==> src/rtl/axil_bresp_arb.sv <==
// AXI-Lite write-response arbiter: round-robin merge of internal
// completion requesters onto one B channel, with wait and error tracking.
module axil_bresp_arb #(
  parameter int NREQ    = 4,
  parameter int MAXWAIT = 5
) (
  input  logic                      AXI_ACLK,
  input  logic                      AXI_ARESETN,
  input  logic [NREQ-1:0]           REQ_VALID,
  input  logic [2*NREQ-1:0]         REQ_RESP,
  output logic [NREQ-1:0]           REQ_READY,
  output logic                      AXI_BVALID,
  output logic [1:0]                AXI_BRESP,
  input  logic                      AXI_BREADY,
  output logic [$clog2(NREQ)-1:0]   GRANT_ID,
  output logic                      WAIT_TIMEOUT,
  output logic [7:0]                SLVERR_CNT
);

  localparam int IW = $clog2(NREQ);

  localparam logic [0:0] IDLE = 1'b0;
  localparam logic [0:0] RESP = 1'b1;

  logic [0:0]        state_q, state_d;
  logic [IW-1:0]     ptr_q, ptr_d;
  logic [IW-1:0]     gid_q, gid_d;
  logic [1:0]        bresp_q, bresp_d;
  logic [7:0]        wait_q, wait_d;
  logic              to_q, to_d;
  logic [7:0]        cnt_q, cnt_d;

  logic              hs;
  logic              free;
  logic              found;
  logic              grant;
  logic [IW-1:0]     idx;
  logic [IW-1:0]     kk;
  logic [2*NREQ-1:0] rsh;
  logic [NREQ-1:0]   ready;

  assign hs   = (state_q == RESP) & AXI_BREADY;
  assign free = (state_q == IDLE) | hs;

  // first valid requester strictly after the last grant, wrapping
  always_comb begin
    found = 1'b0;
    idx   = '0;
    kk    = '0;
    for (int i = 1; i <= NREQ; i++) begin
      kk = IW'((int'(ptr_q) + i) % NREQ);
      if (!found && REQ_VALID[kk]) begin
        found = 1'b1;
        idx   = kk;
      end
    end
  end

  assign grant = free & found;
  assign rsh   = REQ_RESP >> {idx, 1'b0};

  always_comb begin
    ready = '0;
    if (grant) ready[idx] = 1'b1;
  end

  // the acceptance pulse must not leak out while reset is held
  assign REQ_READY = AXI_ARESETN ? ready : '0;

  always_comb begin
    state_d = state_q;
    ptr_d   = ptr_q;
    gid_d   = gid_q;
    bresp_d = bresp_q;
    wait_d  = wait_q;
    cnt_d   = cnt_q;
    if (hs && bresp_q[1] && cnt_q != 8'hFF)
      cnt_d = cnt_q + 8'd1;
    if (grant) begin
      state_d = RESP;
      ptr_d   = idx;
      gid_d   = idx;
      bresp_d = rsh[1:0];
      wait_d  = '0;
    end else if (hs) begin
      state_d = IDLE;
    end else if (state_q == RESP && wait_q < 8'(MAXWAIT)) begin
      wait_d = wait_q + 8'd1;
    end
    to_d = to_q | (wait_d == 8'(MAXWAIT));
  end

  always_ff @(posedge AXI_ACLK or negedge AXI_ARESETN) begin
    if (!AXI_ARESETN) begin
      state_q <= IDLE;
      ptr_q   <= IW'(NREQ - 1);
      gid_q   <= '0;
      bresp_q <= 2'b00;
      wait_q  <= '0;
      to_q    <= 1'b0;
      cnt_q   <= '0;
    end else begin
      state_q <= state_d;
      ptr_q   <= ptr_d;
      gid_q   <= gid_d;
      bresp_q <= bresp_d;
      wait_q  <= wait_d;
      to_q    <= to_d;
      cnt_q   <= cnt_d;
    end
  end

  assign AXI_BVALID   = (state_q == RESP);
  assign AXI_BRESP    = bresp_q;
  assign GRANT_ID     = gid_q;
  assign WAIT_TIMEOUT = to_q;
  assign SLVERR_CNT   = cnt_q;

endmodule

==> config.mk <==
export PLATFORM = sky130hd
export DESIGN_NAME = axil_bresp_arb
export DESIGN_NICKNAME = d
export VERILOG_FILES = /design/src/rtl/axil_bresp_arb.sv
export SDC_FILE = /design/constraint.sdc
export NUM_CORES = 1
export LEC_CHECK = 0
export ABC_AREA = 1
export ABC_CLOCK_PERIOD_IN_PS = 5700
export BUFFER_PORTS_ARGS = -buffer_cell sky130_fd_sc_hd__buf_2
export CAP_MARGIN = 20
export CORE_ASPECT_RATIO = 2
export CORE_UTILIZATION = 40
export CTS_BUF_LIST = sky130_fd_sc_hd__clkbuf_4
export DETAILED_ROUTE_END_ITERATION = 16
export GPL_ROUTABILITY_DRIVEN = 0
export PLACE_DENSITY = 0.66
export SLEW_MARGIN = 5
export SYNTH_ARGS = -nofsm -noshare
export SYNTH_HDL_FRONTEND = slang
export SYNTH_SLANG_ARGS = --single-unit
==> constraint.sdc <==
create_clock -name AXI_ACLK -period 5.7 [get_ports AXI_ACLK]
set_clock_uncertainty 0.1 [all_clocks]
set_input_delay 1.14 -clock AXI_ACLK [delete_from_list [all_inputs] [get_ports AXI_ACLK]]
set_output_delay 1.14 -clock AXI_ACLK [all_outputs]
set_load 0.01 [all_outputs]
# Word-level counts from Yosys, hierarchy flattened
# Cells that the tools add are included.
[op_classes]
addsub = 6
magnitude_cmp = 7
eq_ne = 2
shifts = 1
n_mux = 25
n_bitwise = 5
n_reduce_logical = 11
[op_table]
columns = ["op", "n"]
rows = [
  ["$mux W8", 3],
  ["$add A8 B1 Y8 const B", 2],
  ["$lt A2 B3 Y1 const B", 5],
  ["$mux W1", 11],
  ["$bmux W1 S2", 4],
  ["$eq A8 B3 Y1 const B", 1],
  ["$lt A8 B3 Y1 const B", 1],
  ["$mux W2", 4],
  ["$mux W4", 2],
  ["$ne A8 B8 Y1 const B", 1],
  ["$shr A8 B3 Y2", 1],
  ["$logic_and A1 B1 Y1", 7],
  ["$add A2 B1 Y2 const B", 2],
  ["$add A2 B2 Y2 const B", 2],
  ["$logic_not A1 Y1", 3],
  ["$and A1 B1 Y1", 2],
  ["$demux W1 S2", 1],
  ["$ge A2 B1 Y1 const B", 1],
  ["$or A1 B1 Y1", 2],
  ["$reduce_bool A2 Y1", 1],
  ["$not A1 Y1", 1],
]
[totals]
regBits = 24
output_inout_bits = 18
elab_cells = 64

# Logic depth before layout (Yosys ltp)
# Gate-level depths: netlist of the first run.
[logic_depth]
word_depth = 19
ltp_mapped = 15

# Worst setup path after synthesis of the first run
# No wires, ideal clock.
[synth_timing]
path_type = "input-to-output"
from = "input port REQ_VALID[0]"
to = "output port REQ_READY[1]"
t_arrival_ns = 2.161
required_ns = 4.460
slack_ns = 2.299
stages = 10
path_cell_list = "nand2_1 -> nand2_1 -> nand2_2 -> nand2_2 -> inv_1 -> nand2_1 -> nand2_1 -> nand2_2 -> inv_1 -> nor4_1"
[synth_between]
elab_chain_cells = 18
[synth_lines]
columns = ["item", "line", "source"]
rows = [
  ["from (decl)", "9", "input logic [NREQ-1:0] REQ_VALID,"],
  ["$bmux W1 S2", "52", "if (!found && REQ_VALID[kk]) begin"],
  ["$mux W1 (implied by the code)", "52", ""],
  ["$mux W1", "52", ""],
  ["$logic_not A1 Y1", "52", ""],
  ["$logic_and A1 B1 Y1", "52", ""],
  ["$mux W1", "52", ""],
  ["$logic_not A1 Y1", "52", ""],
  ["$logic_and A1 B1 Y1", "52", ""],
  ["(+2 left out)", "n/a", ""],
  ["$logic_and A1 B1 Y1", "52", ""],
  ["$mux W2", "52", ""],
  ["$lt A2 B3 Y1 (implied by the code) / $ge A2 B1 Y1 (equally long branches)", "64", "if (grant) ready[idx] = 1'b1;"],
  ["$logic_and A1 B1 Y1 (implied by the code)", "64", ""],
  ["$mux W1 (implied by the code)", "64", ""],
  ["$demux W1 S2", "64", ""],
  ["$mux W4 *", "64", ""],
  ["$mux W4 *", "68", "assign REQ_READY = AXI_ARESETN ? ready : '0;"],
  ["to (decl)", "11", "output logic [NREQ-1:0] REQ_READY,"],
]
# Mark *: on every way between the ends. The rest lies on a longest branch, timed or not. The select of a mux whose other input is x is not followed.

# Worst setup path after layout of the first run
[layout_timing]
from = "input port REQ_VALID[1]"
to = "output port REQ_READY[3]"
# The elaborated chain is that of the path after synthesis.

==> results.txt, run 1 <==
After detailed placement, the total cell area comes to 1720 um^2. The element type at the critical path end was an output port. The total via count in the routed design came out at 1375. Synthesis instantiated 29 different standard cells from the library. The part of the cycle the worst path needs is 66.0%. The tools report the total design power as 1.02 mW. By area the synthesized netlist is led by sky130_fd_sc_hd__dfrtp_1 36%, sky130_fd_sc_hd__nand2_1 15%, sky130_fd_sc_hd__inv_1 9.1%. The run gives 1.02 nW as the leakage power summed over all cells. The logs give 48.7% for the final core utilization and 28.2% for the share of power burned in registers. The cell count after synthesis came out at 204.

The net switching power figure was 0.508 mW; the switching fraction of total power was 49.8%. In this run, CTS created clock tree buffers numbering 3. After synthesis, flip-flops and latches occupy 39.3% of the total area. Global routing used 18.1% of the available tracks. After synthesis the cells add up to 1530 um^2. The final-report setup violation count came out at 0. The fraction of final layout cells with drive strength greater than 1 is 22.8%. The root buffer cell chosen for the clock tree is sky130_fd_sc_hd__clkbuf_4. From bottom edge to top edge, the die measures 89.5 um. The internal reg-to-reg setup slack is 3590 ps, and the cell count of the worst reg-to-reg path is 13.

In this design, the critical path's most frequently occurring cell is sky130_fd_sc_hd__nand2_1. After synthesis, the most frequently instantiated cells are 60 x sky130_fd_sc_hd__nand2_1, 37 x sky130_fd_sc_hd__inv_1, 25 x sky130_fd_sc_hd__nand3_1. The path class of the tightest hold or removal check is register to register. The initial utilization of the core area, before any placement, comes to 42.0%.

The startpoint identified for the worst hold timing path is WAIT_TIMEOUT$_DFF_PN0_. For the number of rows in the core area, the log shows 31. Most frequent cell after synthesis: sky130_fd_sc_hd__nand2_1. The tools report the half-perimeter wire length after detailed placement as 2570 um.

Measured against its own limit, the worst slew margin works out to 62.0%. In the synthesized netlist the async set-or-reset flop fraction comes to 100%. The post-cts hold buffer count is 0. Setup repair after global routing left no endpoint under its margin. In this run, synthesis produced a sequential element count of 24.

The run gives 263 uV as the largest voltage drop on the vdd net. The flow ran to the end, and the final reports show no timing, DRC or antenna violations. For this run, the slowest stage of the critical path takes 280 ps. Clock latency on the worst-skew pair: 310 ps. The tools report the number of pins exceeding their max-slew limit in the final report as 0. Power density over the cells: 574 nW/um^2.

The worst hold path terminates at WAIT_TIMEOUT$_DFF_PN0_. Gates resized during post-CTS repair numbered 0. The number of nets handed over by synthesis was 222.

Entering global routing, the biggest net connects 27 pins. The antenna diode count is 0, and the cell total after placement is 282. For the number of endpoints with negative hold slack in the final report, the log shows 0.

The count of maximum capacitance violations is 0. The average cell area after synthesis is 7.51 um^2, and the relative contribution of combinational cells to total power is 59.8%. The number of buffer cells added on primary ports was 32. For this run, the post-layout net count is 256. The first global-routing pass estimated 5420 um of wire. The tightest hold margin is 374 ps.

TritonCTS built the clock tree. The count of H-tree levels built during CTS is 1, and the remaining antenna violation count after routing is 0. The critical path is of the primary input to output port type. Traced cell by cell, the critical path runs through buf_2, nand2_1, nand3_1, nand2_1, o21ai_0, nand2_1, nand2_1, nand2_1, nor4_1, buf_2. The DRC violations left came out at 0. After synthesis, the largest area contributor takes up 35.9% of total cell area. The tools report the kind of start point of the critical path as a primary input.

Counting instances, the worst hold path has a depth of 2. The logs give 286 for the number of non-filler instances in the completed layout and 0 for the total overflow reported by the global router. In this run the count of I/O pins placed on the die edge is 33.

The number of global-route vias before repair is 1297, and the worst-margin pin slew is 570 ps. Clock network fraction of total power: 12.0%. In this run the critical register-to-register path is captured at AXI_BRESP[1]$_DFFE_PN0N_.

The mean number of vias per cell came out at 4.81. Clock-pin slew was measured on the worst setup and hold paths at 130 ps. Width of the die: 45.8 um. The area growth from synthesis to layout is 15.9%.

The number of buffers inserted to repair setup after CTS was 0; the worst-path maximum fanout was 4. The tools report the yosys synthesis warning count as 0. The internal portion of the total power is 0.512 mW.

sky130_fd_sc_hd__dfrtp_1 takes more of the synthesized area than any other cell. After floorplanning, the core was sized to cover 3650 um^2. The logs give 1780 um^2 for the post-layout instance area and 2 for the largest buffer count on any clock path. In the final timing run, aggregate negative setup slack is 0 ps. The clock period minus worst slack was 3760 ps. CTS saw 24 sinks.

The achievable frequency is 0.266 GHz. Yosys mapped a number of flops with a built-in enable equal to 0. The run gives 1940 ps as the final critical-path setup slack. The startpoint identified for the worst register-to-register timing path is ptr_q[0]$_DFFE_PN1N_.

Data on the critical path is required at its endpoint by 4460 ps. The slowest stage of the critical path belongs to the cell sky130_fd_sc_hd__nor4_1. Dividing the detail-routed wire length by the instance count gives 11.4 um.

After detailed routing, the total wire length is 3270 um. Dominant register cell in the synthesized netlist: sky130_fd_sc_hd__dfrtp_1. The tools report the die footprint as 4100 um^2.

The DRC violation total after the first TritonRoute iteration was 29; the number of iterations in the first detailed-routing pass was 4. Prior to clock tree synthesis, the placed netlist has a worst setup slack of 1980 ps. STA puts the critical path data arrival time at 2520 ps. The initial antenna violation count came out at 0.
==> per-layer routing <==
layer | track usage [%] | wire (um) | vias to the layer above | share of wire (%)
met2 | 36.0 | 1960 | 17 | 60
met3 | 1.21 | 57 | 7 | 1.7
li1 | - | - | 702 | -
met4 | 6.42 | 63 | 0 | 1.9
met1 | 18.2 | 1190 | 649 | 36
met5 | 0 | 0 | - | 0
==> cell type report <==
cell class                      instances  area, um^2
Clock buffer                            3        22.5
Clock inverter                          1        30.0
Fill cell                             389        1870
Inverter                               40         155
Multi-Input combinational cell        137         744
Sequential cell                        24         603
Tap cell                               49        61.3
Timing Repair Buffer                   32         160
==> kinds of logic after synthesis <==
| family | count (synthesis) | synth area share [%] |
|---|---|---|
| AND/OR/NAND/NOR | 115 | 35.9 |
| buffers and inverters | 43 | 12.1 |
| flip-flops | 24 | 39.3 |
| AO/OA/AOI/OAI | 9 | 4.33 |
| XOR/XNOR | 9 | 5.14 |
| adder cells (fa/ha/maj) | 3 | 2.45 |
| multiplexers | 1 | 0.735 |
==> power groups by stage <==
stage | clock (mW) | sequential, mW | combinational (mW)
floorplan | 0 | 0.291 | 0.474
global placement | 0 | 0.292 | 0.607
CTS | 0.127 | 0.288 | 0.617
finish | 0.123 | 0.287 | 0.609
detailed placement | 0 | 0.291 | 0.613
global route | 0.132 | 0.296 | 0.696
==> sequential cells by signal, indices dropped and copies added, names as in the netlist <==
name,count
SLVERR_CNT,8
wait_q,8
AXI_BRESP,2
GRANT_ID,2
ptr_q,2
AXI_BVALID,1
WAIT_TIMEOUT,1
==> cell usage in the layout, fill, tap and decap left out, drive strengths merged <==
cell    Yosys  routed
mux2        1       1
o211ai      1       1
dfrtp      22      22
nor4        3       3
o41ai       1       1
nand3      27      27
nand2      66      66
buf         3      32
xnor2       1       1
o21ai       5       5
clkbuf      0       3
xor2        8       8
bufinv      0       1
ha          3       3
nor2       16      16
a21oi       2       2
nand4       3       3
inv        40      40
dfstp       2       2
==> critical path: cells and delay by family <==
kind | cells | cell delay, ps
simple gates | 7 | 880
buf+inv | 2 | 300
compound gates | 1 | 210
==> how the worst max path moves through the flow <==
stage | from | endpoint | slack, ps
finish | REQ_VALID[1] | REQ_READY[3] | 1940
global route | REQ_VALID[1] | REQ_READY[3] | 1750
CTS | REQ_VALID[1] | REQ_READY[3] | 1960
detailed placement | REQ_VALID[1] | REQ_READY[3] | 1980
global placement | REQ_VALID[1] | REQ_READY[3] | 1980
floorplan | REQ_VALID[0] | REQ_READY[1] | 2300
Power figures use the tool's default switching activity.
==> run 2, diff against run 1 <==
--- a/config.mk
+++ b/config.mk
@@ -6,7 +6,7 @@
 export NUM_CORES = 1
 export LEC_CHECK = 0
 export ABC_AREA = 1
-export ABC_CLOCK_PERIOD_IN_PS = 5700
+export ABC_CLOCK_PERIOD_IN_PS = 3600
 export BUFFER_PORTS_ARGS = -buffer_cell sky130_fd_sc_hd__buf_2
 export CAP_MARGIN = 20
 export CORE_ASPECT_RATIO = 2
==> constraint.sdc (replaced) <==
create_clock -name AXI_ACLK -period 3.6 [get_ports AXI_ACLK]
set_clock_uncertainty 0.1 [all_clocks]
set_input_delay 0.72 -clock AXI_ACLK [delete_from_list [all_inputs] [get_ports AXI_ACLK]]
set_output_delay 0.72 -clock AXI_ACLK [all_outputs]
set_load 0.01 [all_outputs]
==> run 2 against run 1 <==
  * Global-route usage increased by 0.16 points
  * Flip-flop and latch count unchanged
  * Total power is 57% higher
  * Critical endpoint unchanged
  * Register-to-register slack got worse by 2100 ps
==> results.txt, run 2 (synthesis results as in run 1) <==
The run finished with clean final reports. The later pin in the worst-skew pair is clocked with a latency of 320 ps. Setup repair after global routing left no endpoint under its margin.

Setup violations remaining at the end of the flow were counted as 0. The logs give 3140 um for the routed wire length and 27 for the DRC violation total after the first TritonRoute iteration. Dividing the detail-routed via count by the number of cells gives 4.69. Headroom to the max-slew limit came out at 70.5%.

The run gives 0 as the number of buffers inserted to repair setup after CTS. The clock period minus worst slack was 3140 ps; the DRC violations left was 0. In the layout the commonest cells are 60 x sky130_fd_sc_hd__nand2_1, 37 x sky130_fd_sc_hd__inv_1, 32 x sky130_fd_sc_hd__buf_2. The number of nets in the finished design came out at 257. The first global-routing pass estimated 5440 um of wire. For the global-route usage over all layers, the log shows 18.2%. The floorplan step defined a die boundary enclosing 4100 um^2. Clock tree synthesis inserted a total of 3 buffers. TritonCTS built the clock tree. The part of the cycle the worst path needs is 87.1%, and the layout filler cell count is 414. Detailed placement ended at an HPWL of 2550 um. Measured on the finished design, the core utilization comes to 48.9%.

Global routing consumed, on the met1 layer, 18.1% of the routing resources. Measured along the x axis, the die boundary spans 45.8 um. Buffers inserted to repair hold after CTS numbered 0. Timing would allow up to 0.319 GHz. The floorplan step set the die height to 89.5 um. The post-placement cell area was 1730 um^2.

The cell at the root of the clock tree was sky130_fd_sc_hd__clkbuf_4. The run gives 0 as the number of pins exceeding their max-slew limit in the final report. By startpoint and endpoint, the worst setup path is classified as register to output port. STA classifies the critical path startpoint as a register. For the worst setup path, the data arrival time is 2320 ps.

The logs give 0 ps for the summed negative setup slack over all endpoints and 1346 for the total via count in the routed design. The tools report the count of H-tree levels built during CTS as 1. In this run the critical register-to-register path is launched from ptr_q[0]$_DFFE_PN1N_. The worst hold path belongs to the class primary input to asynchronous set/reset pin.

After layout, the design draws a total of 1.60 mW. The mean routed wirelength per cell was 10.9 um. The number of buffer cells added on primary ports was 32; the routing usage on met2 was 34.5%.

The post-layout instance area was 1780 um^2. Busiest layer in global routing: met2. STA puts the critical path data required time at 2780 ps. The antenna diode count was 0; the worst-path maximum fanout was 11. The leading cell type in the layout, fill and taps excluded is sky130_fd_sc_hd__nand2_1. The run gives 0 as the number of endpoints with negative hold slack in the final report. For the internal reg-to-reg setup slack, the log shows 1520 ps. The fraction of final layout cells with drive strength greater than 1 was 23.1%.

Number of rows in the core area: 31. Before antenna repair, the detailed router went through 4 iterations. The CTS clock-pin slew for the worst setup and hold paths is 130 ps, and the remaining antenna violation count after routing is 0.

VDD sags by at most 424 uV. Global routing used 2.22% of the available met3 tracks. In this run the power density over the cells is 897 nW/um^2. Entering global routing, the biggest net connects 20 pins. For this run the aggregate overflow at the end of global routing stands at 0.

The initial antenna violation count was 0. Number of global-route vias before repair: 1338. The region available for standard cell placement spans 3650 um^2. The run gives 0 as the count of cells resized by post-cts repair. In this run the static leakage power is 1.02 nW. Relative to the synthesized area, the layout overhead comes to 16.4%. The worst-margin pin slew is 441 ps. End of the worst register-to-register path: WAIT_TIMEOUT$_DFF_PN0_.

Counting cells, the worst reg-to-reg path comes to 12. Element type at the critical path end: an output port. The run gives 42.0% as the initial core utilization. The logs give 2 for the largest buffer count on any clock path and 24 for the total number of clock tree sinks.

For the number of primary I/O pins, the log shows 33. Max-cap violations in this run came to 0.
run 2: cell count changes in the layout (fill, tap and decap cells not counted):
cell,change
sky130_fd_sc_hd__buf_4,+1
run 2: cell type report:
type	count	area, um^2	area share (%)
inverters	40	155	8.70
multi-input cells	137	744	41.7
repair buffers	33	168	9.40
clock buffers	3	22.5	1.26
well taps	49	61.3	3.44
flip-flops and latches	24	603	33.8
clock inverters	1	30.0	1.68
run 2: power breakdown:
group / internal (mW) / leakage (nW) / switching (mW)
Sequential: 0.362 / 0.294 / 0.0934
Combinational: 0.336 / 0.700 / 0.613
Clock: 0.113 / 0.0279 / 0.0825
Total: 0.810 / 1.02 / 0.789
run 2: through the flow:
step / cells / hold slack, ps / setup slack (ps)
CTS: 287 / 123 / 427
global placement: 283 / 345 / 788
global route: 287 / 117 / 135
detailed placement: 283 / 354 / 752
floorplan: 204 / 324 / 1040
finish: 287 / 122 / 463
run 2: worst max-delay path, cell delays in order (launching register included):
cell and delay [ps]:
sky130_fd_sc_hd__dfstp_2 670, sky130_fd_sc_hd__inv_2 150, sky130_fd_sc_hd__nand2_1 80, sky130_fd_sc_hd__nand2_1 80, sky130_fd_sc_hd__nand2_2 90, sky130_fd_sc_hd__nand2_2 80, sky130_fd_sc_hd__inv_1 90, sky130_fd_sc_hd__nand3_1 90
sky130_fd_sc_hd__nand2_2 130, sky130_fd_sc_hd__inv_1 70, sky130_fd_sc_hd__nor4_1 260, sky130_fd_sc_hd__buf_2 190
run 2: metal layers:
metal / up-vias / routed length [um]
li1: 697 / -
met1: 617 / 1120
met2: 24 / 1850
met3: 8 / 80
met4: 0 / 82
met5: - / 0
run 2: how the worst max path moves through the flow:
stage | slack, ps | end | from
6_report | 460 | REQ_READY[3] | ptr_q[0]$_DFFE_PN1N_
5_1_grt | 130 | REQ_READY[3] | ptr_q[0]$_DFFE_PN1N_
4_1_cts | 430 | REQ_READY[3] | ptr_q[0]$_DFFE_PN1N_
3_5_place_dp | 750 | REQ_READY[3] | REQ_VALID[1]
3_3_place_gp | 790 | REQ_READY[1] | REQ_VALID[0]
2_1_floorplan | 1040 | REQ_READY[1] | REQ_VALID[0]
==> run 3, diff against run 2 <==
--- a/config.mk
+++ b/config.mk
@@ -15,6 +15,7 @@
 export DETAILED_ROUTE_END_ITERATION = 16
 export GPL_ROUTABILITY_DRIVEN = 0
 export PLACE_DENSITY = 0.66
+export REMOVE_ABC_BUFFERS = 1
 export SLEW_MARGIN = 5
 export SYNTH_ARGS = -nofsm -noshare
 export SYNTH_HDL_FRONTEND = slang
==> run 3 against run 2 <==
  * Global-route usage decreased by 0.52 points
  * Register-to-register slack about the same
  * Combinational power increased by 0.4%
  * Final area unchanged
  * Setup slack improved by 8.8 ps
  * Final cell count unchanged
  * Utilization unchanged
  * Highest routed layer unchanged
==> results.txt, run 3 (synthesis results as in run 1) <==
The critical path goes through inv_2, nand2_1, nand2_1, nand2_1, nand2_1, nand2_1, nand3_1, nand2_2, inv_1, nor4_1, buf_2. Data on the critical path is required at its endpoint by 2780 ps. Setup violations remaining at the end of the flow were counted as 0.

Gates resized during post-CTS repair numbered 0. For this run, the top clock speed supported by timing is 0.320 GHz. The logs give 0 for the number of pins exceeding their max-slew limit in the final report and 24 for the largest net degree at the start of global routing. In this run the power density over the cells is 897 nW/um^2.

The worst-case IR drop observed on VDD is 469 uV. The setup path with the least slack is of type register to output port. At the worst endpoint, the arrival time is 2310 ps. The tools report the multi-input gate area in the final layout as 744 um^2. Summed over all failing endpoints, the final setup total negative slack is 0 ps. Category of cells accounting for the largest share of critical-path delay: simple AND/OR/NAND/NOR gates.

Counting tap cells, the placed design contains a total of 283 instances. The highest metal layer with signal wires is met4. Headroom to the max-slew limit came out at 69.2%.

The clock network fraction of total power came out at 11.9%. Registers are responsible for 28.5% of the overall power. After layout, the minimum clock period comes to 3130 ps. The number of endpoints with negative hold slack in the final report came out at 0. Of the total power, the share spent switching nets is 49.4%. The first global-routing pass estimated 5390 um of wire. For the pin with the worst max-slew slack, the measured transition is 460 ps. The run finished with clean final reports. The core region is 3650 um^2. TritonCTS built the clock tree.

Of the cells placed in the final design, the portion with a size suffix greater than 1 is 23.1%. For the detailed-routed wire length on met2, the log shows 1920 um. Summed over all nets, the switching power comes to 0.790 mW. Half-perimeter wire length after detailed placement: 2640 um.

No sink is reached through more buffers than the 2 on the longest clock path. Element type at the critical path end: an output port. The number of non-filler instances in the completed layout came out at 287. After layout, the worst path uses 86.9% of the clock period. Once the floorplan was initialized, standard cells occupied 42.0% of the core. The slowest stage of the critical path belongs to the cell sky130_fd_sc_hd__dfstp_2.

Kind of start point of the critical path: a register. The number of buffers inserted to repair setup after CTS was 0. Combinational logic is responsible for 59.6% of the overall power. The repair_antennas step left the layout with diodes totalling 0. The tree is rooted in a sky130_fd_sc_hd__clkbuf_4.

In the layout the commonest cells are 60 x sky130_fd_sc_hd__nand2_1, 37 x sky130_fd_sc_hd__inv_1, 32 x sky130_fd_sc_hd__buf_2. The class of the tightest hold or removal check is primary input to asynchronous set/reset pin. For this block, the initial DRC count from the detailed router was 28.

The number of nets in the finished design is 257. On the worst path, the slowest cell contributes a delay of 680 ps. The mean routed wirelength per cell came out at 11.0 um. The tools report the cell internal power dissipation as 0.810 mW. The layout filler cell count came out at 395. Clock tree synthesis inserted a total of 3 buffers.

For this design, the CTS-stage hold fixing added 0 buffers. Once layout is done, the placed cells without fillers occupy 1780 um^2. Initial antenna violation count: 0. The leading cell type in the layout, fill and taps excluded is sky130_fd_sc_hd__nand2_1.

The vertical die dimension is 89.5 um, and the total number of clock tree sinks is 24. Row generation in the floorplan step produced 31 rows. The width of the die is 45.8 um, and the clock latency on the worst-skew pair is 310 ps. The die footprint was 4100 um^2. Area growth from synthesis to layout: 16.4%. The tools report the count of H-tree levels built during CTS as 1. The number of buffer cells added on primary ports was 32; the area taken by flip-flops and latches was 603 um^2.

Using the TritonRoute via totals, the vias-per-cell ratio works out to 4.64. Setup repair after global routing left no endpoint under its margin. The logs give 1.60 mW for the total design power and 33 for the number of primary I/O pins. The run gives 74 um as the total length of routed met3 wires.

The internal reg-to-reg setup slack is 1510 ps. The cell repeated most along the worst path is sky130_fd_sc_hd__nand2_1. The CTS clock-pin slew for the worst setup and hold paths works out to 130 ps. For this design the static power due to leakage is 1.02 nW. The count of buffer and inverter cells on the critical path came out at 3. The total via count in the routed design is 1332. The detailed router put a total of 1150 um of wire on met1. Hold is met by 277 ps. The placed instances occupy a cell area of 1730 um^2. The run gives 3170 um as the routed wire length. Global routing consumed, over all layers together, 17.7% of the routing resources.

The remaining antenna violation count after routing is 0. The run gives 0 as the DRC violations left. The number of global-route vias before repair is 1330, and the total overflow reported by the global router is 0. Max-cap violations in this run came to 0. The pre-antenna-repair detailed-routing pass consisted of 4 iterations. Along the worst path, the maximum fanout reaches 11.
[run 3: metrics by stage]
| step | utilization, % | setup slack (ps) |
|---|---|---|
| 6_report | 48.9 | 472 |
| 5_1_grt | 48.9 | 154 |
| 4_1_cts | 48.9 | 435 |
| 3_5_place_dp | 47.5 | 714 |
| 3_3_place_gp | 47.5 | 685 |
| 2_1_floorplan | - | 1030 |
[run 3: final timing paths]
path / startpoint / to / cells after the start
max reg2reg: ptr_q[0]$_DFFE_PN1N_ / WAIT_TIMEOUT$_DFF_PN0_ / 12
min in group AXI_ACLK: WAIT_TIMEOUT$_DFF_PN0_ / WAIT_TIMEOUT$_DFF_PN0_ / 2
max in group asynchronous: AXI_ARESETN / ptr_q[1]$_DFFE_PN1N_ / 2
max: ptr_q[0]$_DFFE_PN1N_ / REQ_READY[1] / 11
min reg2reg: WAIT_TIMEOUT$_DFF_PN0_ / WAIT_TIMEOUT$_DFF_PN0_ / 2
min: AXI_ARESETN / ptr_q[0]$_DFFE_PN1N_ / 1
[run 3: worst register-to-register path, cell delays in order, from the launching register on]
cell,delay (ps)
sky130_fd_sc_hd__dfstp_2,680
sky130_fd_sc_hd__inv_2,150
sky130_fd_sc_hd__nand2_1,80
sky130_fd_sc_hd__nand2_1,80
sky130_fd_sc_hd__nand2_2,90
sky130_fd_sc_hd__nand2_2,80
sky130_fd_sc_hd__nor2_4,130
sky130_fd_sc_hd__nand3_4,150
sky130_fd_sc_hd__nand2_8,140
sky130_fd_sc_hd__inv_6,80
sky130_fd_sc_hd__nor2_8,110
sky130_fd_sc_hd__nand4_1,100
sky130_fd_sc_hd__nand2_1,90
[run 3: power by group through the flow]
stage	clock network, mW	logic [mW]	registers (mW)
CTS	0.198	0.973	0.459
detailed placement	0	0.970	0.464
global placement	0	0.959	0.464
finish	0.190	0.953	0.457
global route	0.206	1.09	0.471
floorplan	0	0.706	0.470
[run 3: routing by layer]
metal | vias to the layer above | global-route usage, %
li1 | 699 | -
met1 | 608 | 17.6
met2 | 23 | 35.7
met3 | 2 | 1.21
met4 | 0 | 5.88
met5 | - | 0
[run 3: cell type report]
type                       instances  area share, %
multi-input combinational        137           41.7
clock buffer                       3           1.26
inverter                          40           8.70
tap                               49           3.44
timing repair buffer              33           9.40
clock inverter                     1           1.68
sequential                        24           33.8
